[config.mk]
export PLATFORM = sky130hd
export DESIGN_NAME = riscv_div_unit
export DESIGN_NICKNAME = d
export VERILOG_FILES = /design/src/rtl/riscv_div_unit.sv
export SDC_FILE = /design/constraint.sdc
export NUM_CORES = 1
export LEC_CHECK = 0
export CORE_ASPECT_RATIO = 1.4
export CORE_MARGIN = 10
export CORE_UTILIZATION = 35
export CTS_CLUSTER_DIAMETER = 30
export DETAILED_ROUTE_END_ITERATION = 8
export HOLD_SLACK_MARGIN = 0.15
export PLACE_DENSITY = 0.62
export SYNTH_ARGS = -nofsm -noshare
export SYNTH_HDL_FRONTEND = slang
export SYNTH_SLANG_ARGS = --single-unit
export TNS_END_PERCENT = 100
[constraint.sdc]
create_clock -name clk -period 6.78 [get_ports clk]
set_input_delay 1.356 -clock clk [delete_from_list [all_inputs] [get_ports clk]]
set_output_delay 1.356 -clock clk [all_outputs]
set_load 0.01 [all_outputs]
[src/rtl/riscv_div_unit.sv]
// riscv_div_unit: iterative radix-2 divider for RV32M DIV/DIVU/REM/REMU.
// One quotient bit per cycle. Divide-by-zero and signed overflow finish on the accept edge.
module riscv_div_unit #(
    parameter int unsigned XLEN = 32
) (
    input  logic            clk,
    input  logic            rst_n,
    input  logic            flush,
    input  logic            in_valid,
    output logic            in_ready,
    input  logic [2:0]      in_fn3,
    input  logic [XLEN-1:0] in_rs1,
    input  logic [XLEN-1:0] in_rs2,
    input  logic [4:0]      in_rd,
    output logic            out_valid,
    input  logic            out_ready,
    output logic [XLEN-1:0] out_result,
    output logic [4:0]      out_rd
);

    localparam int unsigned CW = $clog2(XLEN);
    localparam logic [XLEN-1:0] MIN_NEG = {1'b1, {(XLEN-1){1'b0}}};

    typedef enum logic [1:0] {IDLE, CALC, DONE} state_t;

    state_t          state_q, state_d;
    logic [CW-1:0]   cnt_q;
    logic [XLEN-1:0] quo_q, rem_q, dvs_q;
    logic            is_rem_q, q_neg_q, r_neg_q;

    logic            unused_fn3;
    logic            is_signed, rs1_neg, rs2_neg, div_zero, ovf, accept;
    logic [XLEN-1:0] fast_result;
    logic [XLEN:0]   shifted;
    logic            ge;
    logic [XLEN-1:0] quo_n, rem_n, final_result;

    // fn3[2] only tells issue to route here; the op is fully decoded by fn3[1:0].
    assign unused_fn3 = in_fn3[2];

    // Accept decode, fast-path detection and one restoring-division step.
    always_comb begin
        is_signed = !in_fn3[0];
        rs1_neg   = is_signed && in_rs1[XLEN-1];
        rs2_neg   = is_signed && in_rs2[XLEN-1];
        div_zero  = (in_rs2 == '0);
        ovf       = is_signed && (in_rs1 == MIN_NEG) && (in_rs2 == '1);
        accept    = in_valid && (state_q == IDLE) && !flush;

        fast_result = '0;
        if (div_zero) begin
            fast_result = in_fn3[1] ? in_rs1 : '1;
        end else if (ovf) begin
            fast_result = in_fn3[1] ? '0 : MIN_NEG;
        end

        // The compare is one bit wider than XLEN; the difference always fits in XLEN bits.
        shifted = {rem_q, quo_q[XLEN-1]};
        ge      = (shifted >= {1'b0, dvs_q});
        quo_n   = {quo_q[XLEN-2:0], ge};
        rem_n   = ge ? (shifted[XLEN-1:0] - dvs_q) : shifted[XLEN-1:0];

        final_result = is_rem_q ? (r_neg_q ? -rem_n : rem_n)
                                : (q_neg_q ? -quo_n : quo_n);
    end

    // Next-state logic and handshake outputs; flush wins over accept and completion.
    always_comb begin
        state_d   = state_q;
        in_ready  = (state_q == IDLE);
        out_valid = (state_q == DONE);
        if (flush) begin
            state_d = IDLE;
        end else begin
            unique case (state_q)
                IDLE: if (accept) state_d = (div_zero || ovf) ? DONE : CALC;
                CALC: if (cnt_q == CW'(XLEN-1)) state_d = DONE;
                DONE: if (out_ready) state_d = IDLE;
                default: state_d = IDLE;
            endcase
        end
    end

    // State register.
    always_ff @(posedge clk or negedge rst_n) begin
        if (!rst_n) state_q <= IDLE;
        else        state_q <= state_d;
    end

    // Operand capture, iteration registers and the held result.
    always_ff @(posedge clk or negedge rst_n) begin
        if (!rst_n) begin
            cnt_q      <= '0;
            quo_q      <= '0;
            rem_q      <= '0;
            dvs_q      <= '0;
            is_rem_q   <= 1'b0;
            q_neg_q    <= 1'b0;
            r_neg_q    <= 1'b0;
            out_result <= '0;
            out_rd     <= '0;
        end else if (accept) begin
            cnt_q    <= '0;
            quo_q    <= rs1_neg ? -in_rs1 : in_rs1;
            dvs_q    <= rs2_neg ? -in_rs2 : in_rs2;
            rem_q    <= '0;
            is_rem_q <= in_fn3[1];
            q_neg_q  <= rs1_neg ^ rs2_neg;
            r_neg_q  <= rs1_neg;
            out_rd   <= in_rd;
            if (div_zero || ovf) out_result <= fast_result;
        end else if ((state_q == CALC) && !flush) begin
            quo_q <= quo_n;
            rem_q <= rem_n;
            cnt_q <= cnt_q + 1'b1;
            if (cnt_q == CW'(XLEN-1)) out_result <= final_result;
        end
    end

endmodule
==> out/metrics.csv <==
metric;value;unit
cts-resized-gates;0;
detailed_routing_iterations_pass_1;5;
yosysWarnings;0;
route.antenna.remaining_nets;0;
critical_path.top_delay_family;simple AND/OR/NAND/NOR gates;
finalSetupTns;0;ns
grt_setup_unrepaired;false;
place_worst_setup_slack;0.7922;ns
crit_fanout;9;
cts_buffer_depth;2;
worst_pin_slew;1.047;ns
achievable-frequency;0.1651;GHz
irDropWorstVdd;0.3079;mV
slew_limit_headroom;29.23;%
post_cts.repair.setup_buffers;0;
worstPathRequired;7.10;ns
gpl.final_weighted_congestion;0.9323;
yosys.area.top_type_share;30.55;%
grt_max_degree;100;
dieArea;41290;um^2
post_dp_cell_area;13270;um^2
timing_max_transition_violations_final;0;
endpoint_arrival_time_on_the_critical_path;6.38;ns
chipWidth;174.6;um
die_h;236.5;um
diodes;0;
ys_types;79;
leakage;0.005727;uW
post_route_cells_drive_above_1_share;5.319;%
result_of_the_run;complete, no violations;
boundaryPins;116;
number_of_flip_flops_and_latches_in_the_synthesized_netlist;143;
timing.hold.worst.class;reg -> reg;
placeableCoreArea;33110;um^2
synthMostInstantiatedCell;sky130_fd_sc_hd__nand2_1;
synth-edff-count;0;
synthesis.instances;1514;
seq_area_frac_synth;30.55;%
dpl.hpwl;31810;um
via_count_of_the_first_global_routing_pass;11700;
stdcell_area;13860;um^2
grt_antenna_before_repair;0;
maxCapViolCount;0;
first_iter_violations;897;
drc_errors;0;
num_vias;11710;
grt_remaining_overflow;0;
worst-setup-path-type;reg -> reg;
synth_area_leaders;sky130_fd_sc_hd__dfrtp_1 (31%), sky130_fd_sc_hd__nand2_1 (7.8%), sky130_fd_sc_hd__o21ai_0 (5.9%);
setup.worst_path.start_class;register;
cp_slowest_stage_delay;0.64;ns
cp_buf_inv_count;2;
min_period;6.058;ns
htree_num_levels;4;
layout-area-overhead-vs-synth;18.32;%
numPlacedInstances;2011;
quantity_of_hold_fixing_buffers_added_after_cts;0;
grt_pass1_wl;65600;um
vias_per_cell;5.729;
syn_avg_cell_area;7.737;um^2
filler_cell_count;3387;
sequence_of_cells_on_the_critical_path;ha_1 -> a21oi_1 -> o31ai_1 -> and2_1 -> or3_1 -> a21oi_1 -> o21ai_2 -> inv_2 -> mux2i_1 -> ha_1 -> inv_1 -> or4_1 -> or3_1 -> or4b_2 -> o41a_1 -> nand4b_4 -> o41ai_1 -> xor2_1 -> o21ai_1;
synthFlopType;sky130_fd_sc_hd__dfrtp_1;
final_cell_count_no_fill;2043;
post_drt_wl_per_cell;20.37;um
async_set_or_reset_register_ratio_after_synthesis;100.0;%
cts.sinks;143;
finalSetupViolCount;0;
overall_track_demand_over_capacity_in_global_routing;19.92;%
starting_density;35.38;%
number_of_cell_rows;79;
synthesis.area;11710;um^2
synth_commonest_cells;sky130_fd_sc_hd__nand2_1 (244), sky130_fd_sc_hd__dfrtp_1 (143), sky130_fd_sc_hd__o21ai_0 (139);
place.port_buffers;114;
routed_wl;41620;um
cts_made_buffers;17;
power.density;438.0;nW/um^2
final_nets;1702;
clockRootBuffer;sky130_fd_sc_hd__clkbuf_16;
final_hold_viol_count;0;
clk_latency;0.45;ns
worst_setup_hold_path_clk_slew;0.07;ns
postSynthNetCount;1631;
cts_tree;yes;
critPathSlowestCell;sky130_fd_sc_hd__or4b_2;
skew;0.009891;ns
timing.critical_path.to_type;register;
layout_worst_path_cycle_share;89.34;%
post-route-worst-setup-slack;0.7225;ns
synth_area_leader_cell;sky130_fd_sc_hd__dfrtp_1;
[layout by cell type (no fill, tap or decap), drive strengths merged, types with 13 or more instances in the layout]
| master | instances |
|---|---|
| o31ai | 26 |
| a21o | 14 |
| o211ai | 20 |
| xor2 | 79 |
| nand3 | 13 |
| o21ai | 143 |
| dfrtp | 143 |
| buf | 25 |
| nor3 | 35 |
| nor4 | 16 |
| o21a | 13 |
| a31oi | 48 |
| nor2 | 130 |
| a21oi | 83 |
| clkbuf | 21 |
| nand2 | 245 |
| clkdlybuf4s50 | 113 |
| or3 | 22 |
| xnor2 | 59 |
| o41ai | 13 |
| ha | 39 |
| mux2i | 31 |
| inv | 60 |
| nand4 | 27 |
[layout make-up]
| class | count | area, um^2 | share of cell area (%) |
|---|---|---|---|
| tap | 445 | 556.8 | 4.017 |
| clock inverter | 11 | 130.1 | 0.9389 |
| timing repair buffer | 138 | 1323 | 9.542 |
| sequential | 143 | 3578 | 25.82 |
| multi-input combinational | 1228 | 7597 | 54.82 |
| inverter | 57 | 214.0 | 1.544 |
| clock buffer | 21 | 460.4 | 3.322 |
[power by group]
group          total, uW  switching, uW  internal [uW]
registers           1260            224           1040
clock network        967            404            564
logic               3840           2440           1400
[layer usage]
| layer | up-vias | share of wire (%) | global-route usage [%] | routed length [um] |
|---|---|---|---|---|
| met1 | 5675 | 39 | 22.12 | 16110 |
| met4 | 0 | 4.6 | 10.56 | 1903 |
| met2 | 344 | 53 | 36.31 | 22010 |
| met5 | - | 0 | 0 | 0 |
| li1 | 5591 | - | - | - |
| met3 | 95 | 3.8 | 2.341 | 1590 |
[stage by stage]
step	power, uW	hold slack [ns]	util, %
global route	6517	0.5050	41.86
detailed placement	5036	0.4618	40.07
floorplan	3960	0.4498	-
global placement	5012	0.4558	40.07
CTS	6036	0.4803	41.86
finish	6071	0.4697	41.86
[flip-flops by register name (all words and copies together) (netlist names)]
signal,cells
cnt_q,5
quo_q,32
r_neg_q,1
rem_q,32
state_q,2
out_result,32
out_rd,5
dvs_q,32
is_rem_q,1
q_neg_q,1
[worst paths after layout]
kind | startpoint | endpoint | depth (start not counted) | slack (ns)
worst max-delay path | rem_q[7]$_DFFE_PN0P_ | out_result[30]$_DFFE_PN0P_ | 19 | 0.72
min in group asynchronous | rst_n | dvs_q[4]$_DFFE_PN0P_ | 1 | 0.98
worst max register to register | rem_q[7]$_DFFE_PN0P_ | out_result[30]$_DFFE_PN0P_ | 19 | 0.72
worst min register to register | out_result[19]$_DFFE_PN0P_ | out_result[19]$_DFFE_PN0P_ | 2 | 0.47
worst min-delay path | out_result[19]$_DFFE_PN0P_ | out_result[19]$_DFFE_PN0P_ | 2 | 0.47
max in group asynchronous | rst_n | dvs_q[24]$_DFFE_PN0P_ | 2 | 4.67
[cell families (layout without fill, tap and decap cells)]
kind of cell / Yosys count / count (layout) / share of synthesized area, %
simple gates: 568 / 568 / 22.74
fa+ha+maj: 40 / 40 / 4.337
xor+xnor: 138 / 138 / 10.32
buf+inv: 143 / 227 / 4.711
flops: 143 / 143 / 30.55
compound gates: 445 / 445 / 24.12
mux: 37 / 37 / 3.226
[tightest hold or removal path, delay by kind of cell (launching register included)]
family | cells | cell delay [ns]
flip-flops | 1 | 0.34
AND/OR/NAND/NOR | 2 | 0.10
Power figures use the tool's default switching activity.
